$ cat src/rtl/decode_stage_q.sv
// decode_stage_q: queued, registered RV32I decoder with valid/ready output; define RV32M_EN to decode RV32M as muldiv.
module decode_stage_q #(
   parameter int DEPTH     = 4,
   parameter int ILL_CNT_W = 8
) (
   input  logic                 clk,
   input  logic                 rst_n,
   input  logic                 in_valid,
   output logic                 in_ready,
   input  logic [31:0]          in_inst,
   input  logic [31:0]          in_pc,
   input  logic                 flush,
   output logic                 out_valid,
   input  logic                 out_ready,
   output logic [18:0]          out_cmd,
   output logic [31:0]          out_imm,
   output logic [2:0]           out_alu_code,
   output logic                 out_alu_sub,
   output logic [4:0]           out_rd,
   output logic [4:0]           out_rs1,
   output logic [4:0]           out_rs2,
   output logic                 out_wbk_rd,
   output logic [31:0]          out_pc,
   output logic                 out_illegal,
   output logic [ILL_CNT_W-1:0] ill_cnt
);
   localparam int AW = $clog2(DEPTH);
   logic [31:0] inst_mem_q [DEPTH];
   logic [31:0] pc_mem_q [DEPTH];
   logic [AW:0] wptr_q, rptr_q;
   logic empty, full, push, load;
   logic [31:0] inst;
   logic [6:0] opc, f7;
   logic [2:0] f3;
   logic sys0;
   logic [18:0] cmd_d, cmd_q;
   logic [31:0] imm_d, imm_q, pc_q;
   logic sub_d, sub_q, wbk_d, wbk_q, ill_d, ill_q, valid_q;
   logic [2:0] code_q;
   logic [4:0] rd_q, rs1_q, rs2_q;
   logic [ILL_CNT_W-1:0] ill_cnt_q;
   assign empty = wptr_q == rptr_q;
   assign full = (wptr_q[AW] != rptr_q[AW]) && (wptr_q[AW-1:0] == rptr_q[AW-1:0]);
   assign in_ready = ~full;
   assign push = in_valid & ~full & ~flush;
   assign load = ~empty & (~valid_q | out_ready);
   assign inst = inst_mem_q[rptr_q[AW-1:0]];
   assign opc = inst[6:0];
   assign f3 = inst[14:12];
   assign f7 = inst[31:25];
   assign sys0 = opc == 7'b1110011 && inst[19:7] == 13'h0;
   always_comb begin
      cmd_d = '0;
      cmd_d[0] = opc == 7'b0110111;
      cmd_d[1] = opc == 7'b0010111;
      cmd_d[2] = opc == 7'b0000011;
      cmd_d[3] = opc == 7'b0010011 && f3 != 3'b001 && f3 != 3'b101;
      cmd_d[4] = opc == 7'b0010011 && (f3 == 3'b001 || f3 == 3'b101)
                 && (f7 == 7'b0000000 || (f7 == 7'b0100000 && f3 == 3'b101));
      cmd_d[5] = opc == 7'b0110011
                 && (f7 == 7'b0000000 || (f7 == 7'b0100000 && (f3 == 3'b000 || f3 == 3'b101)));
      cmd_d[6] = opc == 7'b0100011;
      cmd_d[7] = opc == 7'b1101111;
      cmd_d[8] = opc == 7'b1100111;
      cmd_d[9] = opc == 7'b1100011;
      cmd_d[10] = opc == 7'b0001111 && f3 == 3'b000 && inst[11:7] == 5'h0 && inst[19:15] == 5'h0;
      cmd_d[11] = opc == 7'b0001111 && f3 == 3'b001 && inst[11:7] == 5'h0 && inst[19:15] == 5'h0
                  && inst[31:20] == 12'h0;
      cmd_d[12] = opc == 7'b1110011 && f3 != 3'b000 && f3 != 3'b100;
      cmd_d[13] = sys0 && inst[31:20] == 12'h000;
      cmd_d[14] = sys0 && inst[31:20] == 12'h001;
      cmd_d[15] = sys0 && inst[31:20] == 12'h302;
      cmd_d[16] = sys0 && inst[31:20] == 12'h102;
      cmd_d[17] = sys0 && inst[31:20] == 12'h105;
`ifdef RV32M_EN
      cmd_d[18] = opc == 7'b0110011 && f7 == 7'b0000001;
`else
      cmd_d[18] = 1'b0;
`endif
   end
   assign imm_d = (cmd_d[2] | cmd_d[3] | cmd_d[8] | cmd_d[12]) ? {{20{inst[31]}}, inst[31:20]} :
                  cmd_d[6] ? {{20{inst[31]}}, inst[31:25], inst[11:7]} :
                  cmd_d[9] ? {{19{inst[31]}}, inst[31], inst[7], inst[30:25], inst[11:8], 1'b0} :
                  (cmd_d[0] | cmd_d[1]) ? {inst[31:12], 12'h0} :
                  cmd_d[7] ? {{11{inst[31]}}, inst[31], inst[19:12], inst[20], inst[30:21], 1'b0} : 32'h0;
   assign sub_d = (cmd_d[4] | cmd_d[5]) & inst[30];
   assign wbk_d = (|{cmd_d[18], cmd_d[12], cmd_d[8:7], cmd_d[5:0]}) && inst[11:7] != 5'h0;
   assign ill_d = ~|cmd_d;
   always_ff @(posedge clk) begin
      if (push) begin
         inst_mem_q[wptr_q[AW-1:0]] <= in_inst;
         pc_mem_q[wptr_q[AW-1:0]] <= in_pc;
      end
   end
   always_ff @(posedge clk) begin
      if (!rst_n) begin
         wptr_q <= '0;
         rptr_q <= '0;
         valid_q <= 1'b0;
         cmd_q <= '0;
         imm_q <= '0;
         code_q <= '0;
         sub_q <= 1'b0;
         rd_q <= '0;
         rs1_q <= '0;
         rs2_q <= '0;
         wbk_q <= 1'b0;
         pc_q <= '0;
         ill_q <= 1'b0;
         ill_cnt_q <= '0;
      end else if (flush) begin
         wptr_q <= rptr_q;
         valid_q <= 1'b0;
      end else begin
         if (push) wptr_q <= wptr_q + 1'b1;
         if (load) begin
            rptr_q <= rptr_q + 1'b1;
            valid_q <= 1'b1;
            cmd_q <= cmd_d;
            imm_q <= imm_d;
            code_q <= f3;
            sub_q <= sub_d;
            rd_q <= inst[11:7];
            rs1_q <= inst[19:15];
            rs2_q <= inst[24:20];
            wbk_q <= wbk_d;
            pc_q <= pc_mem_q[rptr_q[AW-1:0]];
            ill_q <= ill_d;
         end else if (out_ready) valid_q <= 1'b0;
         if (valid_q && out_ready && ill_q && ill_cnt_q != {ILL_CNT_W{1'b1}}) ill_cnt_q <= ill_cnt_q + 1'b1;
      end
   end
   assign out_valid = valid_q;
   assign out_cmd = cmd_q;
   assign out_imm = imm_q;
   assign out_alu_code = code_q;
   assign out_alu_sub = sub_q;
   assign out_rd = rd_q;
   assign out_rs1 = rs1_q;
   assign out_rs2 = rs2_q;
   assign out_wbk_rd = wbk_q;
   assign out_pc = pc_q;
   assign out_illegal = ill_q;
   assign ill_cnt = ill_cnt_q;
endmodule

$ cat config.mk
export PLATFORM = sky130hd
export DESIGN_NAME = decode_stage_q
export DESIGN_NICKNAME = d
export VERILOG_FILES = /design/src/rtl/decode_stage_q.sv
export SDC_FILE = /design/constraint.sdc
export NUM_CORES = 1
export LEC_CHECK = 0
export ABC_CLOCK_PERIOD_IN_PS = 3600
export CAP_MARGIN = 20
export CORE_MARGIN = 5
export CORE_UTILIZATION = 41
export CTS_BUF_LIST = sky130_fd_sc_hd__clkbuf_8
export DETAILED_ROUTE_END_ITERATION = 8
export DONT_BUFFER_PORTS = 1
export REMOVE_ABC_BUFFERS = 1
export SYNTH_ARGS = -nofsm -noshare
export SYNTH_HDL_FRONTEND = slang
export SYNTH_SLANG_ARGS = --single-unit
$ cat constraint.sdc
create_clock -name clk -period 3.6 [get_ports clk]
set_input_delay 0.18 -clock clk [delete_from_list [all_inputs] [get_ports clk]]
set_output_delay 0.18 -clock clk [all_outputs]
set_load 0.1 [all_outputs]
* Word-level counts from Yosys, hierarchy flattened
Memory sizes are Yosys's and may differ from the RTL's. A register that Yosys moved wholly into a read port is not among the register bits.
Index checks and enable logic that the tools add are counted.
** Word-level totals
- Memories :: 2
- Word-level logic and storage cells :: 119
- Flip-flop bits (word level) :: 86
- Bits of input ports :: 69
- Output and inout bits :: 114
- Memory bits (writable) :: 256
** Cells by class
- Bitwise operators :: 15
- Equality and inequality tests :: 25
- Reductions and logical operators :: 48
- Multiplexer cells :: 13
- Add/subtract/negate cells :: 3
** Memory list
- inst_mem_q :: words 4, width 32, read ports 1, clocked after Yosys merged registers in 1, wr ports 1, RTL line 28 : logic [31:0] inst_mem_q [DEPTH];
- pc_mem_q :: words 4, width 32, read ports 1, clocked after Yosys merged registers in 1, wr ports 1, RTL line 29 : logic [31:0] pc_mem_q [DEPTH];
** Operators by type and width (number)
- $mux W32 :: 5
- $eq A7 B6 Y1 const B :: 4
- $eq A7 B7 Y1 const B :: 4
- $logic_and A1 B1 Y1 :: 27
- $eq A12 B9 Y1 const B :: 2
- $reduce_or A18 Y1 :: 1
- $eq A7 B5 Y1 const B :: 2
- $logic_not A13 Y1 :: 1
- $eq A12 B1 Y1 const B :: 1
- $eq A12 B10 Y1 const B :: 1
- $logic_not A12 Y1 :: 1
- $logic_not A5 Y1 :: 2
- $reduce_or A9 Y1 :: 1
- $add A8 B1 Y8 const B :: 1
- $ne A8 B8 Y1 const B :: 1
- $eq A7 B2 Y1 const B :: 1
- $eq A7 B4 Y1 const B :: 1
- $logic_not A7 Y1 :: 1
- $add A3 B1 Y3 const B :: 2
- $mux W3 :: 2
- $ne A3 B3 Y1 const B :: 2
- $or A1 B1 Y1 :: 6
- $not A1 Y1 :: 5
- $reduce_bool A5 Y1 :: 1
- 16 further kinds :: 29

* Logic depth before layout (Yosys ltp)
Gate-level depths: netlist of run 1.
- Depth in word-level cells :: 7
- Gate-level depth with buffers :: 11
- Depth with buffers taken out :: 7

* Worst setup path before layout of run 1
Ideal clock, no wire load.
- Path kind :: reg2reg
- Start point :: reg rptr_q[1]
- End point :: mem inst_mem_q[0][0] (enable)
- Cell stages (with the launch flop) :: 8
- Slack :: -0.355 ns
- Arrival time :: 3.526 ns
- Clock period less this slack :: 3.955 ns
- Cell sequence :: dfxtp_1 > clkbuf_1 > xor2_1 > nor2_1 > nand2_1 > nand2_1 > nor2_1 > and2_1
** Between the ends
- Word-level cells in the longest chain between the ends :: 7
** RTL lines
- start, declared :: RTL line 30 : logic [AW:0] wptr_q, rptr_q;
- start signal, assigned :: RTL line 117 : rptr_q <= rptr_q + 1'b1;
- $eq A2 B2 Y1 :: RTL line 43 : assign full = (wptr_q[AW] != rptr_q[AW]) && (wptr_q[AW-1:0] == rptr_q[AW-1:0]);
- $logic_and A1 B1 Y1 :: RTL line 43
- $not A1 Y1
- named net in_ready :: RTL line 9 : output logic in_ready,
- $and A1 B1 Y1 (2 in series) :: RTL line 45 : assign push = in_valid & ~full & ~flush;
- $mux W1 :: RTL line 90 : if (push) begin
- $mux W1 (implied by the code) :: RTL line 91 : inst_mem_q[wptr_q[AW-1:0]] <= in_inst;
- end, declared :: RTL line 28
The timed path passes the listed nets, and every way through them passes these cells.

==> flow_summary_export.csv, run 1 <==
group,metric,value,unit
logic_synthesis,async_flop_share,0,%
cts,cts_buffer_depth,3,
layout,layout_common_cells,"edfxtp_1 (256), nand2_1 (172), dfxtp_1 (116)",
global_route,first_global_vias,8897,
die,die_w,198,um
die,dieArea,39300,um^2
detailed_routing,drt-total-wl,33300,um
cts,cts_tree,"done",
cts,cts_sinks,376,
cts,cts_made_buffers,67,
die,rows,69,
global_route,overflow,0,
detailed_routing,vias,8237,
global_route,track_usage,17.2,%
layout,area_delta_synth_final,17.7,%
cts,cts_root_buffer,"clkbuf_8",
power_and_ir_drop,ir_drop,0.409,mV
cts,clk_pin_slew,0.05,ns
sta,finalHoldViolations,0,
detailed_routing,drtPass1Iterations,4,
die,start_util,41.2,%
layout,antenna_cells,0,
run_status,outcome,"finished clean",
power_and_ir_drop,cellPowerDensity,600,nW/um^2
layout,layout.nets,1149,
detailed_routing,drc_errors,0,
place,io_buffers,0,
layout,final_area,17100,um^2
worst_setup_path,path_max_fanout,11,
sta,final.min_clock_period,3.14,ns
place,gp_congestion,0.817,
sta,fin_hold_ws,0.0623,ns
sta,setup_viol,0,
worst_setup_path,crit_required,4.06,ns
worst_setup_path,crit_path_end_kind,"register",
power_and_ir_drop,internal-power,0.00711,W
logic_synthesis,syn_inst,954,
sta,clock_skew,0.0223,ns
die,core,35300,um^2
worst_hold_path,hp-class,"input port to register",
worst_setup_path,worstSetupStartpointType,"register",
sta,relSlewSlack,27.7,%
die,die_h,198,um
global_route,antenna_found_initial,4,
layout,mostFrequentLayoutCell,"edfxtp_1",
flow_run,cap_violations,0,
power_and_ir_drop,p_seq_share,54.6,%
power_and_ir_drop,switching_power,0.00317,W
cts,clkLatencyLatePin,0.59,ns
layout,layout-drive-gt1-share,17.7,%
place,place_area,15200,um^2
logic_synthesis,netlist_area,14500,um^2
detailed_routing,wire_per_inst,21.0,um
worst_setup_path,crit_arrival,3.60,ns
power_and_ir_drop,combPwrFrac,11.0,%
worst_setup_path,r2r_slack,0.46,ns
logic_synthesis,synth_seq_cells,376,
cts,htree_levels,3,
worst_setup_path,critPathKind,"register to register",
logic_synthesis,yosysWarnings,0,
logic_synthesis,synth.avg_cell_area,15.2,um^2
sta,max_freq,319,MHz
global_route,grt_pass1_wl,51800,um
sta,final_max_slew_viol_count,0,
detailed_routing,drt-initial-drc-count,307,
detailed_routing,detail-route-antenna-nets,0,
power_and_ir_drop,p_leak,5.65,nW
place,hpwlAfterDp,20800,um
global_route,grt_max_degree,111,
logic_synthesis,yosysSeqAreaShare,69.4,%
logic_synthesis,yosys_most_used_dff,"edfxtp_1",
sta,finalCritPeriodShare,87.2,%
sta,rsz0062_at_grt,"false",
die,io_pins,183,
power_and_ir_drop,netSwitchingFraction,30.8,%
sta,tightestPinTransition,1.08,ns
cts,cts_resized,0,
power_and_ir_drop,pwr-share-clk,34.4,%
detailed_routing,vias_per_cell,5.20,
logic_synthesis,synth_cell_types,66,
logic_synthesis,synth_edf_count,256,
-- worst max-delay path, stage by stage, from the launching register on --
cell and delay, ns:
dfxtp_2 0.55, buf_4 0.25, mux4_1 0.70, nor2b_1 0.20, and3_1 0.31, a211oi_2 0.33
and2_1 0.40, a21o_1 0.17, a21boi_0 0.08
-- cell usage after synthesis, types with 3 or more instances --
master / n / share of area (%)
o21ai_0: 21 / 0.72
buf_2: 3 / 0.10
xnor2_1: 9 / 0.54
a21o_1: 11 / 0.57
nor2b_1: 8 / 0.34
mux4_2: 55 / 8.5
a21oi_1: 13 / 0.45
ha_1: 6 / 0.52
mux4_1: 8 / 1.4
and3_1: 6 / 0.26
buf_1: 6 / 0.15
dfxtp_1: 120 / 17
nor2_1: 16 / 0.41
a21boi_1: 5 / 0.26
nor3_1: 6 / 0.21
nand2_1: 172 / 4.4
mux2i_1: 6 / 0.41
nand4_1: 3 / 0.13
buf_6: 4 / 0.31
and2_1: 28 / 1.2
nand3_1: 15 / 0.52
a22o_1: 9 / 0.54
a21boi_0: 68 / 3.5
xor2_1: 6 / 0.36
or4_1: 3 / 0.15
and4_1: 4 / 0.24
o31ai_1: 3 / 0.15
edfxtp_1: 256 / 53
inv_1: 3 / 0.077
clkbuf_1: 34 / 0.88
buf_4: 3 / 0.15
-- metrics by stage --
step	worst slack [ns]	total power [W]	utilization [%]	std cells	setup TNS (ns)
2_1_floorplan	-3.80	0.00639	-	902	-637.85
3_3_place_gp	0.511	0.00673	43.0	1396	0
3_5_place_dp	0.446	0.00674	43.0	1396	0
4_1_cts	0.417	0.0104	48.5	1584	0
5_1_grt	0.223	0.0108	48.5	1584	0
6_report	0.461	0.0103	48.5	1584	0
-- state kept, by name, summed over array words and instances (netlist names), 5 cells and up, named ones only --
name	cells
out_pc	32
out_rs2	5
ill_cnt	8
inst_mem_q	128
pc_mem_q	128
out_rd	5
out_imm	32
out_cmd	18
out_rs1	5
-- repair_timing --
item,4_1_cts,5_1_grt
hold buffers,70,0
buffers inserted,0,0
endpoints found under the hold margin,370,0
-- kinds of logic (layout without fill, tap and decap cells) --
| group | count (synthesis) | count (layout) | synth area share (%) |
|---|---|---|---|
| and+or+nand+nor | 287 | 287 | 9.73 |
| adders and majority gates | 6 | 6 | 0.516 |
| DFF | 376 | 376 | 69.4 |
| buffers and inverters | 55 | 224 | 1.81 |
| muxes | 71 | 71 | 10.6 |
| other | 1 | 1 | 0.0258 |
| xor gates and xnor gates | 15 | 15 | 0.903 |
| AOI/OAI and AO/OA | 143 | 143 | 7.04 |
-- power by group through the flow --
| stage | Clock (W) | Combinational (W) | Sequential (W) |
|---|---|---|---|
| floorplan | 0 | 0.000655 | 0.00574 |
| global placement | 0 | 0.00103 | 0.00570 |
| detailed placement | 0 | 0.00104 | 0.00570 |
| CTS | 0.00367 | 0.00116 | 0.00561 |
| global route | 0.00391 | 0.00125 | 0.00563 |
| finish | 0.00354 | 0.00113 | 0.00561 |
-- per-layer routing --
metal	GRT usage [%]	wire length, um
met1	20.4	13400
met2	29.4	16600
met3	6.52	2670
met4	5.00	688
met5	0	36
-- final timing paths --
path	start	end	depth (start not counted)
setup / recovery	register	out_imm[24]$_SDFFE_PN0P_	8
hold / removal	rst_n	out_imm[9]$_SDFFE_PN0P_	2
setup reg to reg	register	out_imm[24]$_SDFFE_PN0P_	8
hold reg to reg	rptr_q[2]$_SDFFE_PN0P_	rptr_q[2]$_SDFFE_PN0P_	2
-- area by class of cell --
class | instances | area [um^2]
Fill cell | 3092 | 18200
Sequential cell | 376 | 10100
Multi-Input combinational cell | 523 | 4220
Timing Repair Buffer | 103 | 1020
Clock buffer | 72 | 991
Tap cell | 461 | 577
Clock inverter | 46 | 210
Inverter | 3 | 11.3
No activity file was read; power rests on OpenSTA's default activity.
==> inputs of run 2 (changes only) <==
--- a/config.mk
+++ b/config.mk
@@ -5,6 +5,7 @@
 export SDC_FILE = /design/constraint.sdc
 export NUM_CORES = 1
 export LEC_CHECK = 0
+export ABC_AREA = 1
 export ABC_CLOCK_PERIOD_IN_PS = 3600
 export CAP_MARGIN = 20
 export CORE_MARGIN = 5
==> flow_summary_export.csv, run 2 <==
group,metric,value,unit
run_status,outcome,"finished clean",
sta,finalCritPeriodShare,79.3,%
logic_synthesis,yosysSeqAreaShare,68.3,%
global_route,first_global_vias,10200,
logic_synthesis,synth_cell_types,35,
global_route,antenna_found_initial,4,
global_route,grt_max_degree,86,
die,core,35600,um^2
die,rows,69,
sta,final.setup.worst_slack,0.747,ns
worst_setup_path,crit_required,4.16,ns
logic_synthesis,synth_common_cells,"nand2_1 (288), edfxtp_1 (256), nor2_1 (175)",
power_and_ir_drop,p_leak,6.30,nW
layout,layout-drive-gt1-share,8.66,%
place,post-place-ws,0.787,ns
sta,max_freq,350,MHz
place,io_buffers,0,
cts,cts_made_buffers,61,
logic_synthesis,yosys_most_used_dff,"edfxtp_1",
layout,layout.nets,1560,
worst_setup_path,worstSetupStartpointType,"register",
cts,cts_hold_buf,71,
worst_setup_path,crit_arrival,3.42,ns
power_and_ir_drop,finalPower,0.0122,W
sta,fin_setup_tns,0,ns
layout,area_delta_synth_final,15.7,%
logic_synthesis,synth_area_leader_cell,"edfxtp_1",
worst_hold_path,hp-class,"input port to register",
sta,finalHoldViolations,0,
cts,postCtsSetupRepairBufs,0,
sta,final.min_clock_period,2.85,ns
die,die_w,200,um
layout,ff_latch_area,10100,um^2
place,hpwlAfterDp,22600,um
power_and_ir_drop,cellPowerDensity,716,nW/um^2
place,place_area,15200,um^2
worst_setup_path,path_common_cell,"nand2_1",
detailed_routing,vias,10400,
layout,layout_common_cells,"nand2_1 (288), edfxtp_1 (256), nor2_1 (171)",
detailed_routing,vias_per_cell,5.19,
detailed_routing,wire_per_inst,18.8,um
cts,htree_levels,2,
worst_setup_path,crit_path_max_incr_delay,0.55,ns
cts,cts_tree,"done",
power_and_ir_drop,ir_drop,0.437,mV
cts,cts_buffer_depth,3,
logic_synthesis,netlist_area,14800,um^2
flow_run,cap_violations,0,
global_route,grt_pass1_wl,57300,um
layout,mostFrequentLayoutCell,"nand2_1",
sta,rsz0062_at_grt,"false",
logic_synthesis,syn_inst,1404,
detailed_routing,drt-initial-drc-count,559,
global_route,track_usage,18.4,%
sta,relSlewSlack,28.7,%
layout,multi_input_area,4090,um^2
global_route,overflow,0,
worst_setup_path,r2r_slack,0.75,ns
worst_setup_path,path_cells,"buf_4 -> nand3_1 -> nand2_1 -> nand2_1 -> nand2_1 -> nand3_1 -> nor2_1 -> nand2_1 -> nand2_1 -> nor2_4 -> nand2_1 -> nand2_1 -> nand2_1 -> inv_1 -> a21oi_1",
logic_synthesis,yosysWarnings,0,
layout,final_area,17100,um^2
sta,final_max_slew_viol_count,0,
detailed_routing,drt-total-wl,37500,um
logic_synthesis,synth_edf_count,256,
place,gp_congestion,0.875,
cts,cts_resized,0,
cts,clk_pin_slew,0.06,ns
worst_setup_path,crit_path_end_kind,"register",
logic_synthesis,synth.area.top_cells,"edfxtp_1 (52%), dfxtp_1 (16%), nand2_1 (7.3%)",
logic_synthesis,synth_seq_cells,376,
die,die_h,200,um
detailed_routing,detail-route-antenna-nets,0,
sta,fin_hold_ws,0.105,ns
logic_synthesis,synth.avg_cell_area,10.5,um^2
die,dieArea,39900,um^2
cts,cts_root_buffer,"clkbuf_8",
logic_synthesis,async_flop_share,0,%
cts,clkLatencyLatePin,0.65,ns
die,start_util,41.5,%
cts,cts_sinks,376,
logic_synthesis,yosys.cell_count.top_type,"nand2_1",
die,io_pins,183,
detailed_routing,drtPass1Iterations,5,
sta,tightestPinTransition,1.07,ns
sta,setup_viol,0,
detailed_routing,drc_errors,0,
logic_synthesis,synth_top_area_share,52.1,%
worst_setup_path,path_max_fanout,64,
worst_setup_path,critPathKind,"register to register",
worst_setup_path,crit_slowest_cell,"buf_4",
sta,clock_skew,0.0247,ns
layout,fillers,3279,
run 2: per-layer routing:
| layer | part of all wire, % | GRT usage, % | up-vias |
|---|---|---|---|
| met3 | 8.3 | 5.62 | 58 |
| met1 | 43 | 23.7 | 4939 |
| met2 | 47 | 30.3 | 321 |
| li1 | - | - | 5048 |
| met4 | 1.8 | 5.69 | 4 |
| met5 | 0.056 | 0 | - |
run 2: cell type report:
class	count	share of cell area, %
Clock buffer	70	5.64
Multi-Input combinational cell	895	23.9
Clock inverter	44	1.24
Timing Repair Buffer	97	5.48
Inverter	54	1.20
Sequential cell	376	59.1
Antenna cell	3	0.0439
Tap cell	461	3.38
run 2: power breakdown:
group          leakage (nW)  switching, W  internal (W)
Combinational          2.28       0.00148      0.000548
Sequential             3.31       0.00177       0.00495
Clock                 0.714       0.00165       0.00184
run 2: cells by family after synthesis:
logic type                 Yosys count  synth area share, %
DFF                                376                 68.3
xor gates and xnor gates             2                0.119
adders and majority gates            6                0.508
AOI/OAI and AO/OA                  298                 10.4
and+or+nand+nor                    588                 16.4
other                                1               0.0254
buffers and inverters              133                 4.21
run 2: critical path: cells and delay by family (launching register included):
| kind | cells | cell delay, ns |
|---|---|---|
| simple gates | 12 | 1.59 |
| flops | 1 | 0.33 |
| compound gates | 1 | 0.15 |
| buf+inv | 2 | 0.69 |
run 2: through the flow:
stage          util (%)  instances
6_report           48.0       2000
5_1_grt            48.0       1999
4_1_cts            48.0       1997
3_5_place_dp       42.7       1812
3_3_place_gp       42.7       1812
2_1_floorplan         -       1325
run 2: final timing paths:
check                             endpoint  depth (start not counted)              startpoint
hold / removal     out_rs1[2]$_SDFFE_PN0P_                          4                   flush
setup reg to reg  out_imm[16]$_SDFFE_PN0P_                         15                register
setup / recovery  out_imm[16]$_SDFFE_PN0P_                         15                register
hold reg to reg     rptr_q[2]$_SDFFE_PN0P_                          2  rptr_q[2]$_SDFFE_PN0P_
